[src/rtl/syn_pc_predict_pkg.sv]
// ---------------------------------------------------------------------------
// syn_pc_predict_pkg
//   Shared definitions for the fetch PC predictor: default address width,
//   branch-kind encoding, 2-bit counter constants and the counter step helper.
// ---------------------------------------------------------------------------
package syn_pc_predict_pkg;

   localparam int unsigned ADDR_W_DEF = 10;

   typedef enum logic [1:0] {
      KIND_BR   = 2'd0,
      KIND_JMP  = 2'd1,
      KIND_CALL = 2'd2,
      KIND_RET  = 2'd3
   } kind_e;

   localparam logic [1:0] CTR_WNT = 2'b01;
   localparam logic [1:0] CTR_WT  = 2'b10;
   localparam logic [1:0] CTR_ST  = 2'b11;

   // Saturating 2-bit counter step toward the resolved direction.
   function automatic logic [1:0] ctr_step(input logic [1:0] ctr, input logic taken);
      logic [1:0] res;
      res = ctr;
      if (taken) begin
         if (ctr != 2'b11) res = ctr + 2'd1;
      end else begin
         if (ctr != 2'b00) res = ctr - 2'd1;
      end
      return res;
   endfunction

endpackage

[src/rtl/syn_pc_predict_ras.sv]
// ---------------------------------------------------------------------------
// syn_ras
//   Circular return-address stack. A push when full overwrites the oldest
//   entry; the occupancy count saturates at DEPTH. A pop when empty is a
//   no-op. Push takes priority if both are requested.
// Ports
//   clk, rst_n  clock / async active-low reset
//   push        write push_data at the top
//   pop         discard the top entry (ignored when empty)
//   push_data   return address to store
//   top         most recently pushed entry
//   empty       no entries held
// ---------------------------------------------------------------------------
module syn_ras #(
   parameter int unsigned DEPTH = 8,
   parameter int unsigned W     = 10
) (
   input  logic         clk,
   input  logic         rst_n,
   input  logic         push,
   input  logic         pop,
   input  logic [W-1:0] push_data,
   output logic [W-1:0] top,
   output logic         empty
);

   localparam int unsigned PTR_W = $clog2(DEPTH);
   localparam logic [PTR_W:0] FULL = (PTR_W+1)'(DEPTH);

   logic [W-1:0]     mem [DEPTH];
   logic [PTR_W-1:0] ptr;      // next free slot
   logic [PTR_W:0]   count;
   logic [PTR_W-1:0] top_idx;

   assign top_idx = ptr - PTR_W'(1);
   assign top     = mem[top_idx];
   assign empty   = (count == '0);

   always_ff @(posedge clk or negedge rst_n) begin
      if (!rst_n) begin
         ptr   <= '0;
         count <= '0;
         for (int unsigned i = 0; i < DEPTH; i++) mem[i] <= '0;
      end else if (push) begin
         mem[ptr] <= push_data;
         ptr      <= ptr + PTR_W'(1);
         if (count != FULL) count <= count + (PTR_W+1)'(1);
      end else if (pop && !empty) begin
         ptr   <= top_idx;
         count <= count - (PTR_W+1)'(1);
      end
   end

endmodule

[src/rtl/syn_pc_predict.sv]
// ---------------------------------------------------------------------------
// syn_pc_predict
//   Fetch PC unit. Holds the fetch PC and predicts the next PC from a
//   direct-mapped BTB (2-bit counters, per-entry branch kind) plus a
//   speculative return-address stack. Redirected and trained by EX.
// Ports
//   clk, rst_n     clock / async active-low reset
//   en             global enable; 0 freezes all state
//   stall          hold PC
//   redirect       load redirect_addr (overrides stall)
//   redirect_addr  corrected PC
//   upd_valid      train BTB this cycle
//   upd_pc         PC of resolved branch/jump
//   upd_target     resolved target
//   upd_taken      resolved direction
//   upd_kind       BR=0 JMP=1 CALL=2 RET=3
//   pc             current fetch PC
//   pc_4           pc+1 (wraps)
//   pred_hit       BTB tag hit for pc
//   pred_taken     predicted next PC differs from pc_4
// ---------------------------------------------------------------------------
module syn_pc_predict
   import syn_pc_predict_pkg::*;
#(
   parameter int unsigned     ADDR_W    = ADDR_W_DEF,
   parameter int unsigned     BTB_IDX_W = 4,
   parameter int unsigned     RAS_DEPTH = 8,
   parameter logic [ADDR_W-1:0] RESET_PC = '0
) (
   input  logic              clk,
   input  logic              rst_n,
   input  logic              en,
   input  logic              stall,
   input  logic              redirect,
   input  logic [ADDR_W-1:0] redirect_addr,
   input  logic              upd_valid,
   input  logic [ADDR_W-1:0] upd_pc,
   input  logic [ADDR_W-1:0] upd_target,
   input  logic              upd_taken,
   input  logic [1:0]        upd_kind,
   output logic [ADDR_W-1:0] pc,
   output logic [ADDR_W-1:0] pc_4,
   output logic              pred_hit,
   output logic              pred_taken
);

   localparam int unsigned BTB_DEPTH = 2**BTB_IDX_W;
   localparam int unsigned TAG_W     = ADDR_W - BTB_IDX_W;

   logic              btb_valid  [BTB_DEPTH];
   logic [TAG_W-1:0]  btb_tag    [BTB_DEPTH];
   logic [ADDR_W-1:0] btb_target [BTB_DEPTH];
   logic [1:0]        btb_ctr    [BTB_DEPTH];
   kind_e             btb_kind   [BTB_DEPTH];

   logic [BTB_IDX_W-1:0] idx;
   logic [TAG_W-1:0]     tag;
   logic                 use_ras;
   logic                 use_tgt;
   logic [ADDR_W-1:0]    next_pc;
   logic                 advance;

   logic [ADDR_W-1:0]    ras_top;
   logic                 ras_empty;
   logic                 ras_push;
   logic                 ras_pop;

   logic [BTB_IDX_W-1:0] u_idx;
   logic [TAG_W-1:0]     u_tag;
   logic                 u_hit;
   kind_e                u_kind;

   // Lookup on the current fetch PC
   assign idx      = pc[BTB_IDX_W-1:0];
   assign tag      = pc[ADDR_W-1:BTB_IDX_W];
   assign pc_4     = pc + ADDR_W'(1);
   assign pred_hit = btb_valid[idx] && (btb_tag[idx] == tag);
   assign use_ras  = pred_hit && (btb_kind[idx] == KIND_RET) && !ras_empty;
   assign use_tgt  = pred_hit && btb_ctr[idx][1];

   always_comb begin
      next_pc = pc_4;
      if (use_ras)      next_pc = ras_top;
      else if (use_tgt) next_pc = btb_target[idx];
   end

   assign pred_taken = (next_pc != pc_4);

   // RAS only moves when the PC follows its own prediction
   assign advance  = en && !redirect && !stall;
   assign ras_push = advance && use_tgt && !use_ras && (btb_kind[idx] == KIND_CALL);
   assign ras_pop  = advance && use_ras;

   syn_ras #(
      .DEPTH (RAS_DEPTH),
      .W     (ADDR_W)
   ) u_ras (
      .clk       (clk),
      .rst_n     (rst_n),
      .push      (ras_push),
      .pop       (ras_pop),
      .push_data (pc_4),
      .top       (ras_top),
      .empty     (ras_empty)
   );

   always_ff @(posedge clk or negedge rst_n) begin
      if (!rst_n) begin
         pc <= RESET_PC;
      end else if (en) begin
         if (redirect)   pc <= redirect_addr;
         else if (!stall) pc <= next_pc;
      end
   end

   // Training port
   assign u_idx  = upd_pc[BTB_IDX_W-1:0];
   assign u_tag  = upd_pc[ADDR_W-1:BTB_IDX_W];
   assign u_hit  = btb_valid[u_idx] && (btb_tag[u_idx] == u_tag);
   assign u_kind = kind_e'(upd_kind);

   always_ff @(posedge clk or negedge rst_n) begin
      if (!rst_n) begin
         for (int unsigned i = 0; i < BTB_DEPTH; i++) begin
            btb_valid[i]  <= 1'b0;
            btb_tag[i]    <= '0;
            btb_target[i] <= '0;
            btb_ctr[i]    <= CTR_WNT;
            btb_kind[i]   <= KIND_BR;
         end
      end else if (en && upd_valid) begin
         if (u_hit) begin
            btb_ctr[u_idx] <= (u_kind != KIND_BR) ? CTR_ST : ctr_step(btb_ctr[u_idx], upd_taken);
            if (upd_taken) begin
               btb_target[u_idx] <= upd_target;
               btb_kind[u_idx]   <= u_kind;
            end
         end else if (upd_taken) begin
            btb_valid[u_idx]  <= 1'b1;
            btb_tag[u_idx]    <= u_tag;
            btb_target[u_idx] <= upd_target;
            btb_kind[u_idx]   <= u_kind;
            btb_ctr[u_idx]    <= (u_kind != KIND_BR) ? CTR_ST : CTR_WT;
         end
      end
   end

endmodule
[config.mk]
export PLATFORM = sky130hd
export DESIGN_NAME = syn_pc_predict
export DESIGN_NICKNAME = d
export VERILOG_FILES = /design/src/rtl/syn_pc_predict_pkg.sv /design/src/rtl/syn_pc_predict_ras.sv /design/src/rtl/syn_pc_predict.sv
export SDC_FILE = /design/constraint.sdc
export NUM_CORES = 1
export LEC_CHECK = 0
export CAP_MARGIN = 20
export CELL_PAD_IN_SITES_DETAIL_PLACEMENT = 1
export CELL_PAD_IN_SITES_GLOBAL_PLACEMENT = 2
export CORE_MARGIN = 4
export CORE_UTILIZATION = 40
export CTS_CLUSTER_DIAMETER = 50
export CTS_CLUSTER_SIZE = 10
export DETAILED_ROUTE_END_ITERATION = 8
export DONT_BUFFER_PORTS = 1
export GPL_TIMING_DRIVEN = 0
export PLACE_DENSITY_LB_ADDON = 0.3
export SLEW_MARGIN = 10
export SYNTH_ARGS = -nofsm -noshare
export SYNTH_HDL_FRONTEND = slang
export SYNTH_SLANG_ARGS = --single-unit
[constraint.sdc]
create_clock -name clk -period 4.8 [get_ports clk]
set_input_delay 0.48 -clock clk [delete_from_list [all_inputs] [get_ports clk]]
set_output_delay 0.48 -clock clk [all_outputs]
set_load 0.01 [all_outputs]
==> results of run 1 <==
==> report_power, final <==
part           switching, W  internal [W]
Combinational       0.00110       0.00108
Sequential         0.000286       0.00409
Clock               0.00168       0.00269
==> worst max-delay path, cell delays in order, from the launching register on <==
cell	delay, ns
dfrtp_2	0.42
buf_4	0.22
buf_6	0.29
buf_6	0.24
buf_4	0.23
buf_6	0.21
mux4_2	0.35
mux4_2	0.59
xor2_1	0.19
nor4_2	0.27
nand3_1	0.09
a31oi_1	0.21
o21ai_2	0.16
==> per-stage QoR <==
stage          setup WS (ns)  hold slack, ns  TNS [ns]  utilization
3_3_place_gp         -0.9200          0.2328   -0.9275       0.4210
4_1_cts              0.01211         -0.4307         0       0.4617
2_1_floorplan         0.6591          0.1844         0            -
5_1_grt             0.003797         -0.4189         0       0.4629
6_report              0.1730         -0.3731         0       0.4629
3_5_place_dp         -0.6630          0.2312   -0.6630       0.4215
==> layout by cell type, fill, tap and decap left out, drive strengths merged, types with 11 or more instances in the layout <==
cell           n
dfrtp        417
mux2         409
clkbuf       158
mux4         143
mux2i         48
nand2         46
buf           46
nor2          35
nand2b        29
xnor2         25
inv           21
xor2          18
a21oi         18
dfstp         16
dlygate4sd3   12
o21ai         11
==> repair_timing <==
action	in CTS	in global routing
setup endpoints to repair	6	2
hold endpoints to repair	504	433
gates resized for setup	49	23
setup buffers	0	1
cloned	0	0
==> kinds of logic after synthesis <==
| kind of cell | Yosys count | share of synthesized area |
|---|---|---|
| AO/OA/AOI/OAI | 74 | 0.02316 |
| XOR/XNOR | 43 | 0.01725 |
| adder cells (fa/ha/maj) | 8 | 0.004700 |
| buffers and inverters | 137 | 0.02826 |
| flip-flops | 433 | 0.4973 |
| multiplexers | 600 | 0.3857 |
| AND/OR/NAND/NOR | 169 | 0.04362 |
==> metal layers <==
| layer | GRT usage | routed length [um] |
|---|---|---|
| met1 | 0.2864 | 27200 |
| met3 | 0.03999 | 2596 |
| met2 | 0.3446 | 29470 |
| met4 | 0.04934 | 1135 |
| met5 | 0 | 0 |
==> worst paths after layout <==
| check | cells past startpoint | to | slack [ns] | startpoint |
|---|---|---|---|---|
| max in group asynchronous | 0 | u_ras.mem[3]$_DFFE_PN0P_ | 4.33 | rst_n |
| setup reg to reg | 13 | u_ras.mem[37]$_DFFE_PN0P_ | 0.28 | pc[1]$_DFFE_PN0P_ |
| hold / removal | 0 | btb_ctr[15]$_DFFE_PN0P_ | -0.37 | rst_n |
| min in group clk | 1 | btb_kind[17]$_DFFE_PN0P_ | 0.05 | upd_kind[1] |
| hold reg to reg | 1 | btb_valid[4]$_DFFE_PN0P_ | 0.50 | btb_valid[4]$_DFFE_PN0P_ |
| setup / recovery | 12 | pred_taken | 0.17 | pc[1]$_DFFE_PN0P_ |
==> area by class of cell <==
class,instances,area (um2),area share
plain buffers,118,653.1,0.02617
clock buffers,83,1677,0.06717
clock inverters,19,261.5,0.01048
inverters,17,63.81,0.002556
multi-input cells,894,10430,0.4179
flip-flops and latches,433,10860,0.4350
well taps,696,870.8,0.03489
repair buffers,15,146.4,0.005865
==> sequential cells by signal (all words and copies together), names as in the netlist <==
signal / flops
u_ras.ptr: 3
btb_ctr: 32
btb_kind: 32
pc: 10
btb_tag: 96
btb_target: 160
u_ras.count: 4
u_ras.mem: 80
btb_valid: 16
==> flow_metrics.py, run 1 <==
metrics = {
    "outcome": {
        "run_status": "finished with violations",
        "violations": "negative hold slack",
    },
    "timing": {
        "worst_clock_skew_ns": 0.01494,
        "final.period_utilization": 0.9640,
        "min_period_ns": 4.627,
        "setup_violations": 0,
        "rsz0062_at_grt": "no",
        "finalMaxSlewViolations": 0,
        "max_freq_mhz": 216.1,
        "worstMarginPinSlew_ns": 1.111,
        "slew_headroom": 0.2591,
        "hold_slack_ns": -0.3731,
        "hold_viol_final": 433,
    },
    "power_and_ir_drop": {
        "irDropWorstVdd_uv": 274.2,
        "leakage_nw": 11.29,
        "total_power_w": 0.01093,
        "powerDensity_nw_per_um2": 437.8,
    },
    "routing": {
        "ant_nets": 0,
        "firstDrtPassIters": 4,
        "vias": 12990,
        "viasPerCell": 5.710,
        "drt_iter0_drc": 698,
        "drt_wl_total_mm": 60.41,
        "wl_per_cell_um": 26.55,
        "drc": 0,
    },
    "critical_path": {
        "path_max_fanout": 19,
        "cp_data_arrival_time_ns": 4.15,
        "worstPathRequired_ns": 4.32,
        "cp-end-kind": "output port",
        "path_class": "reg -> out",
        "crit_path_start_kind": "register",
    },
    "synthesis": {
        "synth.avg_cell_area_um2": 14.91,
        "yosys.area.top_type": "dfrtp_1",
        "synth_edf_count": 0,
        "ys_types": 61,
        "ys.flop_type": "dfrtp_1",
        "syn-instance-count": 1464,
        "synth-seq-cells": 433,
        "syn_area_um2": 21830,
        "synth_nets": 1509,
        "synth.top_cells.by_count": "dfrtp_1, mux2_2, mux4_2",
        "synthArstFlopShare": 1.000,
        "yosysWarningCount": 0,
        "netlist.area_leader.share": 0.4780,
        "ys_seq_area_frac": 0.4973,
        "synthTopCellsByArea": "dfrtp_1, mux2_2, mux4_2, mux2i_1, mux2_4",
        "synth_most_common_cell": "dfrtp_1",
    },
    "grt": {
        "grt_max_degree": 434,
        "antenna_found_initial": 0,
        "grt_use_total": 0.2081,
        "grt_overflow": 0,
        "grt_pass1_vias": 14610,
        "grt_pass1_wl_mm": 93.77,
    },
    "final_layout": {
        "nNetsFinal": 1583,
        "diodes": 0,
        "fillers": 5264,
        "final_layout_size_suffix_gt1_frac": 0.4617,
        "finalInstanceArea_um2": 24960,
        "area_growth_pct": 14.35,
        "final_cells": 2275,
    },
    "place": {
        "dp_hpwl_mm": 40.20,
        "gp_congestion": 0.7958,
        "place_inst": 2162,
        "dpl-instance-area_um2": 22730,
        "port_buffers": 0,
    },
    "cts": {
        "clock_tree.root_cell": "clkbuf_16",
        "cts_max_path_buffers": 3,
        "h-tree-depth": 2,
        "hold_buffers": 12,
        "clock-sinks": 433,
        "clkTransAtPathRegs_ns": 0.05,
        "cts_tree": "built",
        "cts_made_buffers": 59,
        "insertion_delay_ns": 0.61,
    },
    "floorplanning": {
        "initial_core_util": 0.4048,
        "core_um2": 53920,
        "io_pins": 61,
        "die_y_um": 241.6,
        "die-area_um2": 58370,
        "die_w_um": 241.6,
        "placementRows": 85,
    },
    "hold_path": {
        "min_path_type": "in -> async",
    },
    "flow_run": {
        "drv_cap": 0,
    },
}
(Power assumes the default switching activity.)
==> run 2: changes to the inputs <==
==> constraint.sdc (replaced) <==
create_clock -name clk -period 4.8 [get_ports clk]
set_input_delay 0.24 -clock clk [delete_from_list [all_inputs] [get_ports clk]]
set_output_delay 0.24 -clock clk [all_outputs]
set_load 0.01 [all_outputs]
==> flow_metrics.py, run 2 (same netlist as run 1, synthesis figures left out) <==
metrics = {
    "grt": {
        "grt_overflow": 0,
        "antenna_found_initial": 0,
        "grt_pass1_wl_mm": 93.78,
        "grt_pass1_vias": 14640,
        "grt_use_total": 0.2080,
        "grt_max_degree": 434,
    },
    "final_layout": {
        "finalInstanceArea_um2": 24980,
        "largest_register_ffs": 160,
        "area_growth_pct": 14.43,
        "final_common_cell": "dfrtp_1",
        "most-common-layout-cells": "dfrtp_1, mux2_2, mux4_2",
        "multi_input_area_um2": 10390,
        "final_cells": 2286,
        "fillers": 5271,
        "nNetsFinal": 1592,
        "regArea_um2": 10860,
        "final_layout_size_suffix_gt1_frac": 0.4553,
        "reg_top3": "btb_target: 160 flops, btb_tag: 96 flops, u_ras.mem: 80 flops",
        "top_register": "btb_target",
    },
    "critical_path": {
        "slowest_stage": "ha_1",
        "cp-end-kind": "output port",
        "r2r_end": "u_ras.count[3]$_DFFE_PN0P_",
        "crit-reg2reg-launch": "pc[1]$_DFFE_PN0P_",
        "path_class": "reg -> out",
        "cp_common_cell": "clkbuf_2",
        "reg2reg_depth": 17,
        "critPathLaunch": "u_ras.ptr[0]$_DFFE_PN0P_",
        "cp_data_arrival_time_ns": 4.35,
        "rrSetupSlack_ns": 0.37,
        "worstPathRequired_ns": 4.56,
        "crit_path_start_kind": "register",
        "path_cells": "clkbuf_2, buf_4, inv_1, ha_1, clkbuf_2, mux4_2, mux2i_1, xnor2_1, nor4_1, a41oi_1, a31oi_1, o21ai_1",
        "critPathBufInv": 4,
        "cp_top_family": "buffers and inverters",
        "max_stage_delay_ns": 0.44,
        "path_max_fanout": 10,
    },
    "timing": {
        "hold_viol_final": 433,
        "max_freq_mhz": 218.1,
        "finalMaxSlewViolations": 0,
        "rsz0062_at_grt": "no",
        "min_period_ns": 4.586,
        "fin_tns_setup_ns": 0,
        "hold_slack_ns": -0.6184,
        "slew_headroom": 0.2212,
        "setup_violations": 0,
        "final.period_utilization": 0.9554,
        "worstMarginPinSlew_ns": 1.168,
        "worst_clock_skew_ns": 0.01296,
    },
    "cts": {
        "cts_made_buffers": 59,
        "h-tree-depth": 2,
        "cts_tree": "built",
        "clkTransAtPathRegs_ns": 0.05,
        "clock_tree.root_cell": "clkbuf_16",
        "clock-sinks": 433,
        "hold_buffers": 19,
        "insertion_delay_ns": 0.62,
        "cts_max_path_buffers": 3,
    },
    "floorplanning": {
        "die_w_um": 241.6,
        "io_pins": 61,
        "die-area_um2": 58370,
        "die_y_um": 241.6,
        "initial_core_util": 0.4048,
        "core_um2": 53920,
        "placementRows": 85,
    },
    "place": {
        "dp_hpwl_mm": 40.20,
        "port_buffers": 0,
        "place_inst": 2162,
        "dpl-instance-area_um2": 22730,
        "gp_congestion": 0.7958,
    },
    "outcome": {
        "run_status": "finished with violations",
        "violations": "negative hold slack",
    },
    "routing": {
        "vias": 13060,
        "drc": 0,
        "wl_per_cell_um": 26.44,
        "viasPerCell": 5.712,
        "drt_iter0_drc": 693,
        "ant_nets": 0,
        "firstDrtPassIters": 5,
        "drt_wl_total_mm": 60.44,
    },
    "power_and_ir_drop": {
        "powerDensity_nw_per_um2": 436.9,
        "total_power_w": 0.01091,
        "irDropWorstVdd_uv": 273.6,
        "leakage_nw": 11.31,
    },
    "flow_run": {
        "drv_cap": 0,
    },
    "hold_path": {
        "min_path_type": "in -> async",
    },
}
## run 2: cell types whose count changed in the layout (fill, tap and decap cells not counted), moves of 2 or more
cell,delta
dlygate4sd3_1,+7
mux2i_1,+3
buf_12,-3
buf_4,+2
diode_2,+2
buf_2,-2
buf_6,+2
mux2i_2,-3
## run 2: how the worst max path moves through the flow
stage                                 end  slack (ns)  cells past startpoint
6_report                       pred_taken        0.21                     12
5_1_grt        u_ras.count[3]$_DFFE_PN0P_       0.009                     16
4_1_cts                        pred_taken       0.006                     15
3_5_place_dp                   pred_taken       -0.42                     12
3_3_place_gp                   pred_taken       -0.68                     11
2_1_floorplan                  pred_taken        0.90                     12
## run 2: layout make-up
class	count	area share
Antenna cell	2	0.0002004
Buffer	120	0.02535
Clock buffer	83	0.06712
Clock inverter	19	0.01047
Inverter	17	0.002555
Multi-Input combinational cell	894	0.4161
Sequential cell	433	0.4347
Tap cell	696	0.03486
Timing Repair Buffer	22	0.008666
## run 2: through the flow
step / util / setup WS [ns]
5_1_grt: 0.4631 / 0.008819
6_report: 0.4632 / 0.2143
3_3_place_gp: 0.4210 / -0.6800
3_5_place_dp: 0.4215 / -0.4230
4_1_cts: 0.4620 / 0.005844
2_1_floorplan: - / 0.8991
## run 2: what timing repair did
action | in CTS | in global routing
setup endpoints to repair | 5 | 2
buffers inserted | 0 | 1
gates resized for setup | 35 | 20
endpoints found under the hold margin | 512 | 433
## run 2: report_power, final
| group | internal, W | switching (W) | total (W) |
|---|---|---|---|
| clock | 0.00269 | 0.00168 | 0.00436 |
| sequential | 0.00409 | 0.000286 | 0.00438 |
| combinational | 0.00108 | 0.00109 | 0.00217 |
## run 2: routing by layer
| metal | GRT usage | routed length (um) | up-vias |
|---|---|---|---|
| li1 | - | - | 5641 |
| met1 | 0.2874 | 27060 | 7143 |
| met2 | 0.3453 | 29570 | 199 |
| met3 | 0.03822 | 2673 | 74 |
| met4 | 0.04832 | 1135 | 0 |
| met5 | 0 | 0 | - |
